File: config.mk
export PLATFORM = sky130hd
export DESIGN_NAME = mul_share_arb_flat
export DESIGN_NICKNAME = d
export VERILOG_FILES = /design/src/rtl/mul_share_arb_if.sv /design/src/rtl/mul_share_arb.sv /design/src/flat_wrapper.sv
export SDC_FILE = /design/constraint.sdc
export NUM_CORES = 1
export LEC_CHECK = 0
export ABC_AREA = 1
export CORE_AREA = 2 2 67 69
export CTS_CLUSTER_SIZE = 10
export DETAILED_ROUTE_END_ITERATION = 6
export DIE_AREA = 0 0 69 71
export PLACE_DENSITY = 0.94
export SYNTH_ARGS = -nofsm -noshare
export SYNTH_HDL_FRONTEND = slang
export SYNTH_SLANG_ARGS = --single-unit
File: constraint.sdc
create_clock -name clk -period 6.5 [get_ports clk]
set_input_delay 0.975 -clock clk [delete_from_list [all_inputs] [get_ports clk]]
set_output_delay 0.975 -clock clk [all_outputs]
set_load 0.01 [all_outputs]
File: src/rtl/mul_share_arb_if.sv
// Handshake bundle between multiply clients and the shared-multiplier arbiter.
// Clients drive the master modport; the arbiter uses the slave modport.
interface mul_share_arb_if #(
  parameter int NUM_REQ = 4
);
  localparam int ID_W = $clog2(NUM_REQ);

  logic [NUM_REQ-1:0]   req_valid;
  logic [NUM_REQ-1:0]   req_ready;
  logic [4*NUM_REQ-1:0] req_a;
  logic [4*NUM_REQ-1:0] req_b;
  logic                 resp_valid;
  logic                 resp_ready;
  logic [7:0]           resp_data;
  logic [ID_W-1:0]      resp_id;
  logic                 busy;

  modport master (
    output req_valid, req_a, req_b, resp_ready,
    input  req_ready, resp_valid, resp_data, resp_id, busy
  );

  modport slave (
    input  req_valid, req_a, req_b, resp_ready,
    output req_ready, resp_valid, resp_data, resp_id, busy
  );
endinterface

File: src/rtl/mul_share_arb.sv
// Round-robin sharing of one 4x4 unsigned multiplier among NUM_REQ requesters.
// Optional MUL_SHARE_ARB_STATS_EN adds a saturating 16-bit completed-transaction count.
//
// state | meaning
// IDLE  | waiting for a request; grant is combinational, operands latched on fire
// MUL   | latched operands drive the multiplier; product registered at edge
// RESP  | response held until resp_ready; pointer moves past winner on fire
module mul_share_arb #(
  parameter int NUM_REQ = 4
) (
  input  logic          clk,
  input  logic          rst_n,
  mul_share_arb_if.slave bus
`ifdef MUL_SHARE_ARB_STATS_EN
  ,
  output logic [15:0]   txn_cnt
`endif
);
  localparam int ID_W = $clog2(NUM_REQ);

  typedef enum logic [1:0] {IDLE, MUL, RESP} state_t;

  state_t          state_q;
  logic [ID_W-1:0] ptr_q;
  logic [ID_W-1:0] win_q;
  logic [3:0]      op_a_q;
  logic [3:0]      op_b_q;
  logic            resp_valid_q;
  logic [7:0]      resp_data_q;
  logic [ID_W-1:0] resp_id_q;
  logic            busy_q;

  logic            grant_vld;
  logic [ID_W-1:0] grant_id;
  logic [ID_W-1:0] cand;
  int              idx;
  logic [3:0]      grant_a;
  logic [3:0]      grant_b;
  logic [7:0]      prod;

  // Scan downward so the candidate closest to the pointer is the last to win.
  always_comb begin
    grant_vld = 1'b0;
    grant_id  = '0;
    idx       = 0;
    cand      = '0;
    for (int k = NUM_REQ - 1; k >= 0; k--) begin
      idx = int'(ptr_q) + k;
      if (idx >= NUM_REQ) idx = idx - NUM_REQ;
      cand = ID_W'(idx);
      if (bus.req_valid[cand]) begin
        grant_vld = 1'b1;
        grant_id  = cand;
      end
    end
  end

  assign grant_a = bus.req_a[{grant_id, 2'b00} +: 4];
  assign grant_b = bus.req_b[{grant_id, 2'b00} +: 4];
  assign prod    = {4'b0000, op_a_q} * {4'b0000, op_b_q};

  // Gated by rst_n so no grant is offered while reset is held.
  assign bus.req_ready = (rst_n && (state_q == IDLE) && grant_vld)
                         ? (NUM_REQ'(1) << grant_id) : '0;
  assign bus.resp_valid = resp_valid_q;
  assign bus.resp_data  = resp_data_q;
  assign bus.resp_id    = resp_id_q;
  assign bus.busy       = busy_q;

`ifdef MUL_SHARE_ARB_STATS_EN
  logic [15:0] txn_q;
  assign txn_cnt = txn_q;
`endif

  always_ff @(posedge clk or negedge rst_n) begin
    if (!rst_n) begin
      state_q      <= IDLE;
      ptr_q        <= '0;
      win_q        <= '0;
      op_a_q       <= '0;
      op_b_q       <= '0;
      resp_valid_q <= 1'b0;
      resp_data_q  <= '0;
      resp_id_q    <= '0;
      busy_q       <= 1'b0;
`ifdef MUL_SHARE_ARB_STATS_EN
      txn_q        <= '0;
`endif
    end else begin
      case (state_q)
        IDLE: begin
          if (grant_vld) begin
            op_a_q  <= grant_a;
            op_b_q  <= grant_b;
            win_q   <= grant_id;
            busy_q  <= 1'b1;
            state_q <= MUL;
          end
        end
        MUL: begin
          resp_data_q  <= prod;
          resp_id_q    <= win_q;
          resp_valid_q <= 1'b1;
          state_q      <= RESP;
        end
        RESP: begin
          if (bus.resp_ready) begin
            resp_valid_q <= 1'b0;
            busy_q       <= 1'b0;
            ptr_q        <= (win_q == ID_W'(NUM_REQ - 1)) ? '0 : win_q + 1'b1;
            state_q      <= IDLE;
`ifdef MUL_SHARE_ARB_STATS_EN
            if (txn_q != 16'hFFFF) txn_q <= txn_q + 16'd1;
`endif
          end
        end
        default: begin
          resp_valid_q <= 1'b0;
          busy_q       <= 1'b0;
          state_q      <= IDLE;
        end
      endcase
    end
  end
endmodule

File: src/flat_wrapper.sv
// flat-port wrapper written by rule: the top's interface ports become plain ports
module mul_share_arb_flat 
#(
  parameter int NUM_REQ = 4
)
  (clk, rst_n, bus_req_valid, bus_req_a, bus_req_b, bus_resp_ready, bus_req_ready, bus_resp_valid, bus_resp_data, bus_resp_id, bus_busy);
  mul_share_arb_if #(.NUM_REQ(NUM_REQ)) bus_i ();
  input  logic clk;
  input  logic rst_n;
  input wire logic [$bits(bus_i.req_valid)-1:0] bus_req_valid;
  input wire logic [$bits(bus_i.req_a)-1:0] bus_req_a;
  input wire logic [$bits(bus_i.req_b)-1:0] bus_req_b;
  input wire logic [$bits(bus_i.resp_ready)-1:0] bus_resp_ready;
  output wire logic [$bits(bus_i.req_ready)-1:0] bus_req_ready;
  output wire logic [$bits(bus_i.resp_valid)-1:0] bus_resp_valid;
  output wire logic [$bits(bus_i.resp_data)-1:0] bus_resp_data;
  output wire logic [$bits(bus_i.resp_id)-1:0] bus_resp_id;
  output wire logic [$bits(bus_i.busy)-1:0] bus_busy;
  assign bus_i.req_valid = bus_req_valid;
  assign bus_i.req_a = bus_req_a;
  assign bus_i.req_b = bus_req_b;
  assign bus_i.resp_ready = bus_resp_ready;
  assign bus_req_ready = bus_i.req_ready;
  assign bus_resp_valid = bus_i.resp_valid;
  assign bus_resp_data = bus_i.resp_data;
  assign bus_resp_id = bus_i.resp_id;
  assign bus_busy = bus_i.busy;
  mul_share_arb #(.NUM_REQ(NUM_REQ)) u_core (.clk(clk), .rst_n(rst_n), .bus(bus_i));
endmodule
== Yosys cells after proc, flatten, opt, wreduce, memory -nomap -nowiden ==
Cells that the tools add are included.

* Output and inout port bits: 16
* Input port bits: 39
* Register bits after elaboration: 26

* Multiplexer cells: 29
* Equal/unequal tests: 5
* Magnitude comparators: 8
* Shift operators: 3
* $add $sub $neg: 8
* Bitwise operators: 2
* Reductions and logical operators: 8
* $mul: 1

{| class="wikitable"
|+ Operator list
! cell !! number
|-
| $shiftx A16 B5 Y4 || 2
|-
| $mux W2 || 11
|-
| $lt A2 B3 Y1 const B || 4
|-
| $mux W1 || 10
|-
| $ge A3 B3 Y1 const B || 3
|-
| $bmux W1 S2 || 4
|-
| $mul A4 B4 Y8 || 1
|-
| $reduce_and A2 Y1 || 4
|-
| $sub A2 B1 Y2 const B || 4
|-
| $add A2 B2 Y3 const B || 2
|-
| $pmux W1 S3 || 2
|-
| $pmux W2 S3 || 1
|-
| $eq A2 B2 Y1 const B || 2
|-
| $mux W4 || 1
|-
| $shl A1 B2 Y4 const A || 1
|-
| $add A2 B1 Y3 const B || 1
|-
| $ge A2 B3 Y1 const B || 1
|-
| $reduce_and A3 Y1 || 1
|-
| $add A2 B1 Y2 const B || 1
|-
| $eq A2 B1 Y1 const B || 1
|-
| $logic_and A1 B1 Y1 || 2
|-
| $logic_not A2 Y1 || 1
|-
| $ne A2 B1 Y1 const B || 1
|-
| $ne A2 B2 Y1 const B || 1
|-
| $not A1 Y1 || 2
|}

== Depth between registers and ports, before layout ==
Gate-level depths: netlist of the first run.

* Word-level depth: 11
* Gate-level depth with buffers: 17
* Gate-level depth less buffers: 15

== Worst setup path before layout of the first run ==
OpenSTA, ideal clock, no wires.

* Path type: input-to-output
* From: input port bus_req_valid[3]
* To: output port bus_req_ready[0]
* Data arrival time: 2085 ps
* Data required time: 5525 ps
* Path buffers: 0
* Cell stages on the path: 9
* Path slack: 3440 ps
* Path through: inv_1 > nand2_1 > nand3_1 > nand2_1 > inv_1 > and3_1 > nor3_4 > nand2_2 > nor3_1

* Word-level cells in the longest chain between the ends: 8
* Elaborated cells on any way between the ends: 19
* Classes of those cells: shift: 1; mux: 17; reduce/logical: 1

{| class="wikitable"
|+ RTL lines
! item !! RTL line !! text
|-
| start: declaration || flat_wrapper.sv:10 || <nowiki>input wire logic [$bits(bus_i.req_valid)-1:0] bus_req_valid;</nowiki>
|-
| $bmux W1 S2 || mul_share_arb.sv:51 || <nowiki>if (bus.req_valid[cand]) begin</nowiki>
|-
| $mux W1 (implied by the code) || mul_share_arb.sv:51 ||
|-
| $mux W2 / $mux W1 (equally long branches) (4 in a row) || mul_share_arb.sv:51 ||
|-
| $shl A1 B2 Y4 / $logic_and A1 B1 Y1 (equally long branches) || mul_share_arb.sv:64, mul_share_arb.sv:63 ||
|-
| $mux W4 (*) || mul_share_arb.sv:64 || <nowiki>? (NUM_REQ'(1) << grant_id) : '0;</nowiki>
|-
| end: declaration || flat_wrapper.sv:14 || <nowiki>output wire logic [$bits(bus_i.req_ready)-1:0] bus_req_ready;</nowiki>
|}

Mark *: on every way between the ends. The rest lies on a longest branch, timed or not. The select of a mux whose other input is x is not followed.

== Final worst setup path of the first run ==
Ends and elaborated chain as after synthesis.

==> run summary, run 1 <==
outcome: completed
die height: 71 um
clk root buf: clkbuf_8
final worst path period need: 4.44 ns
Synth Net Count: 359
Antenna Nets Post-Route: 0
initial core utilization: 50.7%
Filler Cell Count: 378
DRC: 0
synth unique cells: 31
Highest Clock Rate: 225 MHz
number of antenna violations at the first check in global routing: 0
vias in the first global route: 1964
CTS Hold Buffers Added: 0
WP data arrival: 3.46 ns
Reg area: 651 um^2
relative slew slack: 64.9%
Post-CTS Setup Repair Bufs: 0
Port Buffers: 54
nets@finish: 410
CTS Buffer Depth: 2
CP Launch Type: primary input
Final Skew: 0.00444 ns
Gate Count Post-Synth: 303
RD Place Congestion: 0.804
Avg Cell Area, Syn: 7.04 um^2
Wirelength per Cell: 11.1 um
Req. time, crit path: 5.52 ns
via count: 1992
ratio of cells with drive above 1 in the final layout: 13.6%
ANT cells: 0
Max VDD drop: 0.328 mV
DPL Wire Length: 3730 um
Synth Register Bits: 26
setup violators final: 0
vias per cell: 4.92
max-cap violations: 0
gr ovfl total: 0
worst hold path class: reg -> reg
post-CTS sizing: 0
fin. max-slew vios: 0
Slew @ Worst Pin: 0.524 ns
non-filler instance count after layout: 405
Seq/Total Area, Yosys: 30.5%
H-tree levels: 1
CTS tree: built
Total Wirelength: 4500 um
clk sink count: 26
initial DRC count: 116
RSZ-0062 raised after global routing: false
Max Fanout on Critical Path: 15
first-pass GRT wire length: 7710 um
critical path class: in -> out
Pleak: 1.50 nW
CP endpoint kind: output pin
Core Area: 0.00420 mm^2
largest net degree at the start of global routing: 28
area occupied by multi-input gates: 0.00126 mm^2
placed insts: 401
Total GRT Usage: 18.7%
synthesized area: 0.00213 mm^2
Synth Warn #: 0
die area: 0.00490 mm^2
TritonCTS Buffers: 3
Tcrit/Tclk final: 68.3%
Pre-Repair DR Iteration Count: 6
Ports: 55
Pwr Density: 492 mW/mm^2
clock-pin transition on the worst setup and hold timing paths: 0.09 ns
Clock Latency Late Sink: 0.28 ns
die width: 69 um
final hold violation count: 0
Site Rows: 24
Final TNS setup: 0 ns
Layout area overhead: 28.2%
[flip-flops by register name (all words and copies together), names as in the netlist]
register	cells
u_core.ptr_q	2
u_core.op_b_q	4
u_core.state_q	2
u_core.op_a_q	4
u_core.bus.resp_data	8
u_core.bus.resp_valid	1
u_core.win_q	2
u_core.bus.busy	1
u_core.bus.resp_id	2
[where the power goes]
| group | switching, mW | total [mW] | internal (mW) |
|---|---|---|---|
| registers | 0.0780 | 0.315 | 0.237 |
| clock network | 0.0538 | 0.136 | 0.0825 |
| logic | 0.553 | 0.892 | 0.339 |
| total | 0.685 | 1.34 | 0.659 |
[cells in the final DEF, fill, tap and decap left out]
master and count:
o21ai_1 1, nor2_1 6, clkdlybuf4s50_1 54, o21ai_0 10
o31ai_1 1, clkbuf_8 3, nand3_1 25, clkinv_1 1
buf_4 1, nor2_2 3, a21oi_1 4, o21ai_2 1
nand2_1 120, inv_6 1, nor3_4 1, fa_1 4
dfrtp_1 26, xnor2_1 1, nor3_1 6, inv_1 30
nand2_2 27, a31oi_1 1, a21o_1 1, nand2_4 5
ha_1 13, bufinv_16 1, and3_1 1, or2_2 1
inv_2 4
[final timing paths]
kind                                                     start                                  end  slack (ns)  cells past startpoint
setup / recovery                              bus_req_valid[3]                     bus_req_ready[0]        2.06                     11
hold / removal             u_core.bus.resp_data[2]$_DFFE_PN0P_  u_core.bus.resp_data[2]$_DFFE_PN0P_        0.48                      2
setup reg to reg                  u_core.op_b_q[3]$_DFFE_PN0P_  u_core.bus.resp_data[7]$_DFFE_PN0P_        3.61                     12
hold reg to reg            u_core.bus.resp_data[2]$_DFFE_PN0P_  u_core.bus.resp_data[2]$_DFFE_PN0P_        0.48                      2
max in group asynchronous                                rst_n         u_core.op_b_q[2]$_DFFE_PN0P_        5.19                      2
min in group asynchronous                                rst_n  u_core.bus.resp_data[1]$_DFFE_PN0P_        1.06                      2
[metrics by stage]
step | util (%) | power (mW) | worst slack (ns) | area (um^2) | hold slack (ns)
floorplan | - | 1.05 | 3.44 | 2130 | 0.461
global placement | 63.3 | 1.16 | 2.24 | 2660 | 0.454
detailed placement | 63.3 | 1.21 | 2.06 | 2660 | 0.459
CTS | 65.0 | 1.35 | 2.05 | 2730 | 0.481
global route | 65.0 | 1.48 | 1.73 | 2730 | 0.520
finish | 65.0 | 1.34 | 2.06 | 2730 | 0.475
[cells by family (layout without fill, tap and decap cells)]
kind of cell / Yosys count / in the layout / share of synthesized area, %
AO/OA/AOI/OAI: 19 / 19 / 4.93
XOR/XNOR: 1 / 1 / 0.411
adder cells (fa/ha/maj): 17 / 17 / 11.4
buffers and inverters: 45 / 95 / 10.5
flip-flops: 26 / 26 / 30.5
AND/OR/NAND/NOR: 195 / 195 / 42.3
[cells in the mapped netlist, drive strengths merged]
master | number | area [um^2]
clkbuf | 1 | 3.75
ha | 13 | 163
a31oi | 1 | 6.26
xnor2 | 1 | 8.76
nand3 | 25 | 125
a21o | 1 | 7.51
clkinv | 1 | 3.75
inv | 35 | 136
o31ai | 1 | 7.51
a21oi | 4 | 20.0
or2 | 1 | 6.26
dfrtp | 26 | 651
and3 | 1 | 6.26
nand2 | 152 | 676
nor2 | 9 | 41.3
fa | 4 | 80.1
buf | 8 | 80.1
nor3 | 7 | 46.3
o21ai | 12 | 63.8
[critical path: stages]
cell	delay (ns)
clkdlybuf4s50_1	0.50
inv_1	0.05
nand2_1	0.07
nand3_1	0.12
nand2_1	0.12
inv_1	0.07
and3_1	0.21
nor3_4	0.43
nand2_2	0.14
nor3_1	0.20
clkdlybuf4s50_1	0.58
[layout make-up]
cell class,instances,share of cell area [%]
clock buffer,3,1.51
clock inverter,1,1.10
inverter,36,5.13
multi-input combinational,232,46.0
sequential,26,23.8
tap,52,2.38
timing repair buffer,55,20.1
[metal layers]
layer | track usage, % | part of all wire [%] | vias up
met1 | 21.2 | 42 | 876
li1 | - | - | 1038
met5 | 0 | 0 | -
met4 | 7.63 | 1.6 | 0
met3 | 2.14 | 4.8 | 9
met2 | 35.7 | 51 | 69
Power figures use the tool's default switching activity.
==> inputs of run 2 (changes only) <==
--- a/config.mk
+++ b/config.mk
@@ -6,11 +6,11 @@
 export NUM_CORES = 1
 export LEC_CHECK = 0
 export ABC_AREA = 1
-export CORE_AREA = 2 2 67 69
+export CORE_AREA = 2 2 69 71
 export CTS_CLUSTER_SIZE = 10
 export DETAILED_ROUTE_END_ITERATION = 6
-export DIE_AREA = 0 0 69 71
-export PLACE_DENSITY = 0.94
+export DIE_AREA = 0 0 71 73
+export PLACE_DENSITY = 0.9
 export SYNTH_ARGS = -nofsm -noshare
 export SYNTH_HDL_FRONTEND = slang
 export SYNTH_SLANG_ARGS = --single-unit
==> constraint.sdc (replaced) <==
create_clock -name clk -period 4.09 [get_ports clk]
set_input_delay 0.6135 -clock clk [delete_from_list [all_inputs] [get_ports clk]]
set_output_delay 0.6135 -clock clk [all_outputs]
set_load 0.01 [all_outputs]
==> run summary, run 2 (synthesis gave the netlist of run 1 again) <==
Max VDD drop: 0.419 mV (+27%)
largest net degree at the start of global routing: 27 (-3.6%)
Top delay family on crit path: buffers and inverters
overall power: 2.13 mW (+58%)
cells on worst reg2reg path: 12 (unchanged)
Slew @ Worst Pin: 0.480 ns (-0.0439 ns)
outcome: completed
ANT cells: 0 (unchanged)
GR Util met3: 1.38% (-0.76 points)
Antenna Nets Post-Route: 0 (unchanged)
WP data arrival: 2.95 ns (-0.51 ns)
worst hold path class: reg -> reg
vias in the first global route: 1935 (-1.5%)
relative slew slack: 67.9% (+2.9 points)
Layout area overhead: 28.6%
Final Skew: 0.00603 ns (+0.00159 ns)
TritonCTS Buffers: 3 (unchanged)
Crit. Startpoint: bus_req_valid[1]
die area: 0.00518 mm^2 (+5.8%)
via count: 1975 (-0.85%)
Ports: 55 (unchanged)
Port Buffers: 54 (unchanged)
worst setup path end: bus_req_ready[3]
Req. time, crit path: 3.48 ns (-2.04 ns)
clk root buf: clkbuf_8
highest-count cells in the layout ignoring fill and taps: nand2_1 (120), clkdlybuf4s50_1 (54), inv_1 (30)
non-filler instance count after layout: 408 (+0.74%)
Pwr Density: 776 mW/mm^2 (+58%)
Clock Latency Late Sink: 0.27 ns (about the same)
CP endpoint kind: output pin
RSZ-0062 raised after global routing: false
critical path, cell by cell: clkdlybuf4s50_1 -> inv_1 -> nand2_1 -> nand3_1 -> nand2_1 -> inv_2 -> o21ai_2 -> nand2_4 -> nand2_4 -> inv_2 -> nor3_1 -> clkdlybuf4s50_1
slowest cell delay on critical path: 0.56 ns (-0.02 ns)
Max Fanout on Critical Path: 20 (+5)
Post-CTS Setup Repair Bufs: 0 (unchanged)
ratio of cells with drive above 1 in the final layout: 13.8% (+0.24 points)
die height: 73 um (+2.8%)
met1 global-route usage: 24.0% (+2.8 points)
fin. max-slew vios: 0 (unchanged)
Pleak: 1.51 nW (+0.33%)
CTS tree: built
setup violators final: 0 (unchanged)
number of antenna violations at the first check in global routing: 0 (unchanged)
max-cap violations: 0 (unchanged)
reg2reg end: u_core.bus.resp_data[7]$_DFFE_PN0P_
Pre-Repair DR Iteration Count: 4 (-2)
final worst path period need: 3.57 ns
clk sink count: 26 (unchanged)
CTS Hold Buffers Added: 0 (unchanged)
Total Wirelength: 4450 um (-1.1%)
final hold violation count: 0 (unchanged)
slowest CP cell: clkdlybuf4s50_1
RD Place Congestion: 0.892 (+11%)
vias per cell: 4.84 (-1.6%)
Final TNS setup: 0 ns (unchanged)
initial DRC count: 60 (-48%)
DPL Wire Length: 3570 um (-4.1%)
Total GRT Usage: 18.8% (+0.050 points)
H-tree levels: 1 (unchanged)
placed insts: 404 (+0.75%)
Critical R2R Launch: u_core.op_a_q[0]$_DFFE_PN0P_
GRT busiest layer: met2
r2r setup slk: 1.21 ns (-2.40 ns)
CP Buf/Inv Count: 5 (+1)
clock-pin transition on the worst setup and hold timing paths: 0.08 ns (about the same)
Highest Clock Rate: 280 MHz
Wirelength per Cell: 10.9 um (-1.8%)
first-pass GRT wire length: 7990 um (+3.7%)
DRC: 0 (unchanged)
Core Area: 0.00454 mm^2 (+7.9%)
most common cell after layout, fill and taps aside: nand2_1
CTS Buffer Depth: 2 (unchanged)
Tcrit/Tclk final: 87.2%
Worst path depth: 12 (+1)
post-CTS sizing: 0 (unchanged)
die width: 71 um (+2.9%)
gr ovfl total: 0 (unchanged)
initial core utilization: 47.0% (-3.7 points)
Site Rows: 25 (+4.2%)
CP Launch Type: primary input
GR Util met2: 34.1% (-1.6 points)
critical path class: in -> out
max reg flops: 8 (unchanged)
nets@finish: 411 (+0.24%)
-- run 2: changes by cell type in the layout (fill, tap and decap cells not counted) --
cell   change
buf_4      +1
-- run 2: stage by stage --
stage,worst slack [ns],util [%],hold WS (ns),area (um^2)
floorplan,1.44,-,0.318,2130
global placement,0.643,58.9,0.454,2670
detailed placement,0.536,58.9,0.459,2670
CTS,0.532,60.5,0.482,2740
global route,0.350,60.5,0.522,2740
finish,0.523,60.5,0.474,2740
-- run 2: worst min path at each step --
stage                                                   start                                   to  depth (start not counted)
after CTS                 u_core.bus.resp_data[2]$_DFFE_PN0P_  u_core.bus.resp_data[2]$_DFFE_PN0P_                          2
after floorplan                                         rst_n          u_core.bus.busy$_DFFE_PN0P_                          0
after global placement    u_core.bus.resp_data[2]$_DFFE_PN0P_  u_core.bus.resp_data[2]$_DFFE_PN0P_                          2
final                     u_core.bus.resp_data[2]$_DFFE_PN0P_  u_core.bus.resp_data[2]$_DFFE_PN0P_                          2
after global routing              u_core.win_q[0]$_DFFE_PN0P_          u_core.ptr_q[0]$_DFFE_PN0P_                          1
after detailed placement  u_core.bus.resp_data[2]$_DFFE_PN0P_  u_core.bus.resp_data[2]$_DFFE_PN0P_                          2
-- run 2: worst min-delay path: cells and delay by family, from the launching register on --
| family | cells | cell delay [ns] |
|---|---|---|
| DFF | 1 | 0.35 |
| and+or+nand+nor | 2 | 0.09 |
-- run 2: final cells by class --
type                            instances  area, um^2
Fill cell                             397        1790
Clock buffer                            3        41.3
Inverter                               36         140
Clock inverter                          1        30.0
Tap cell                               54        67.6
Timing Repair Buffer                   56         556
Sequential cell                        26         651
Multi-Input combinational cell        232        1260
-- run 2: power by group --
part	internal [mW]	switching, mW	total [mW]
Sequential	0.377	0.121	0.498
Combinational	0.546	0.875	1.42
Clock	0.131	0.0776	0.209
Total	1.05	1.07	2.13
-- run 2: routing by layer --
metal,vias up,wire length [um]
met5,-,0
li1,1040,-
met3,5,170
met4,0,53
met1,877,2020
met2,53,2210
==> inputs of run 3 (changes only) <==
==> constraint.sdc (replaced) <==
create_clock -name clk -period 3.6 [get_ports clk]
set_input_delay 0.54 -clock clk [delete_from_list [all_inputs] [get_ports clk]]
set_output_delay 0.54 -clock clk [all_outputs]
set_load 0.01 [all_outputs]
==> run summary, run 3 (synthesis gave the netlist of run 1 again) <==
gr ovfl total: 0 (unchanged)
cells on worst reg2reg path: 11 (-1)
DRC: 0 (unchanged)
Clock Latency Late Sink: 0.28 ns (about the same)
slowest cell delay on critical path: 0.57 ns (about the same)
Reg power frac: 22.9% (-0.5 points)
Max VDD drop: 0.520 mV (+24%)
Sw Ratio: 50.3% (-0.19 points)
overall power: 2.47 mW (+16%)
slowest CP cell: clkdlybuf4s50_1
post-layout util: 60.8% (+0.33 points)
H-tree levels: 1 (unchanged)
max reg flops: 8 (unchanged)
Post-CTS Setup Repair Bufs: 0 (unchanged)
Pwr Density: 895 mW/mm^2 (+15%)
Core Area: 0.00454 mm^2 (unchanged)
Port Buffers: 54 (unchanged)
relative slew slack: 67.4% (-0.49 points)
design area: 0.00276 mm^2 (+0.55%)
highest-count cells in the layout ignoring fill and taps: nand2_1 (120), clkdlybuf4s50_1 (54), inv_1 (30)
worst min-delay path endpoint: u_core.bus.resp_data[4]$_DFFE_PN0P_
CTS Buffer Depth: 2 (unchanged)
final worst path period need: 3.23 ns
final hold violation count: 0 (unchanged)
outcome: completed
CTS Hold Buffers Added: 0 (unchanged)
die width: 71 um (unchanged)
Highest Clock Rate: 309 MHz
via count: 1986 (+0.56%)
Final TNS setup: 0 ns (unchanged)
Critical R2R Launch: u_core.op_a_q[0]$_DFFE_PN0P_
nets@finish: 413 (+0.49%)
first-pass GRT wire length: 7730 um (-3.3%)
Int Power: 1.23 mW (+16%)
initial DRC count: 78 (+30%)
TritonCTS Buffers: 3 (unchanged)
most common cell after layout, fill and taps aside: nand2_1
Tcrit/Tclk final: 89.8%
CTS tree: built
CP Launch Type: primary input
critical path, cell by cell: clkdlybuf4s50_1 -> inv_1 -> nand2_1 -> nand3_1 -> nand2_1 -> inv_2 -> o21ai_2 -> nand2_4 -> nand2_4 -> inv_2 -> nor3_1 -> clkdlybuf4s50_1
largest net degree at the start of global routing: 27 (unchanged)
post-CTS sizing: 0 (unchanged)
clk root buf: clkbuf_8
Site Rows: 25 (unchanged)
die height: 73 um (unchanged)
die area: 0.00518 mm^2 (unchanged)
Slew @ Worst Pin: 0.489 ns (+0.00918 ns)
ratio of cells with drive above 1 in the final layout: 14.3% (+0.48 points)
clock-pin transition on the worst setup and hold timing paths: 0.09 ns (about the same)
worst hold path class: reg -> reg
Hold Path Origin: u_core.bus.resp_data[4]$_DFFE_PN0P_
CP Buf/Inv Count: 5 (unchanged)
Crit. Startpoint: bus_req_valid[1]
Comb pwr share: 67.2% (+0.4 points)
critical path class: in -> out
Req. time, crit path: 3.06 ns (-0.42 ns)
vias in the first global route: 1823 (-5.8%)
Ports: 55 (unchanged)
Total Wirelength: 4540 um (+2.0%)
RSZ-0062 raised after global routing: false
share of total power in the clock network: 9.8% (about the same)
ANT cells: 0 (unchanged)
Antenna Nets Post-Route: 0 (unchanged)
hold depth: 2 (unchanged)
Worst path depth: 12 (unchanged)
Max Fanout on Critical Path: 17 (-15%)
vias per cell: 4.84 (about the same)
final hold slack: 0.481 ns (+0.00665 ns)
fin. max-slew vios: 0 (unchanged)
Pleak: 1.52 nW (+0.65%)
Wirelength per Cell: 11.1 um (+1.5%)
reg2reg end: u_core.bus.resp_data[7]$_DFFE_PN0P_
Post-DP Area: 0.00269 mm^2 (+0.56%)
Pre-Repair DR Iteration Count: 4 (unchanged)
Final Skew: 0.00153 ns (-0.00450 ns)
initial core utilization: 47.0% (unchanged)
Total GRT Usage: 18.4% (-0.40 points)
CP endpoint kind: output pin
clk sink count: 26 (unchanged)
r2r setup slk: 0.74 ns (-0.47 ns)
Layout area overhead: 29.3%
DPL Wire Length: 3730 um (+4.4%)
Top delay family on crit path: buffers and inverters
max-cap violations: 0 (unchanged)
RD Place Congestion: 0.863 (-3.2%)
Net Sw Power: 1.24 mW (+16%)
number of antenna violations at the first check in global routing: 0 (unchanged)
WP data arrival: 2.69 ns (-0.26 ns)
setup violators final: 0 (unchanged)
[run 3: changes by cell type in the layout (fill, tap and decap cells not counted)]
| cell | previous run | this run |
|---|---|---|
| buf_4 | 2 | 4 |
[run 3: area by class of cell]
class                           instances  area (um^2)
Tap cell                               54         67.6
Sequential cell                        26          651
Inverter                               36          140
Clock inverter                          1         30.0
Clock buffer                            3         41.3
Multi-Input combinational cell        232         1260
Timing Repair Buffer                   58          571
Fill cell                             395         1780
[run 3: per-layer routing]
layer	track usage, %	vias up	share of wire, %
met4	5.87	0	1.3
met1	23.6	873	44
met2	32.4	64	49
met3	2.21	5	5.9
li1	-	1044	-
met5	0	-	0
[run 3: power by group through the flow]
stage	Sequential, mW	Clock (mW)	Combinational (mW)
2_1_floorplan	0.552	0	1.33
4_1_cts	0.566	0.245	1.67
5_1_grt	0.588	0.257	1.88
6_report	0.566	0.242	1.66
3_5_place_dp	0.570	0	1.66
3_3_place_gp	0.566	0	1.59
[run 3: how the worst max path moves through the flow]
stage / endpoint
after CTS: bus_req_ready[3]
after detailed placement: bus_req_ready[3]
final: bus_req_ready[3]
after floorplan: u_core.bus.resp_data[7]$_DFFE_PN0P_
after global placement: bus_req_ready[1]
after global routing: bus_req_ready[1]
[run 3: worst register-to-register path: stages, from the launching register on]
cell	delay, ns
dfrtp_1	0.43
nand2_1	0.10
fa_1	0.54
inv_1	0.06
fa_1	0.42
ha_1	0.34
a21o_1	0.21
o21ai_0	0.20
nand2_1	0.09
a21oi_1	0.15
or2_2	0.13
a31oi_1	0.07
[run 3: per-stage QoR]
stage	setup WS, ns	cells
5_1_grt	0.243	410
3_5_place_dp	0.399	406
6_report	0.368	410
4_1_cts	0.393	410
2_1_floorplan	0.953	303
3_3_place_gp	0.497	406
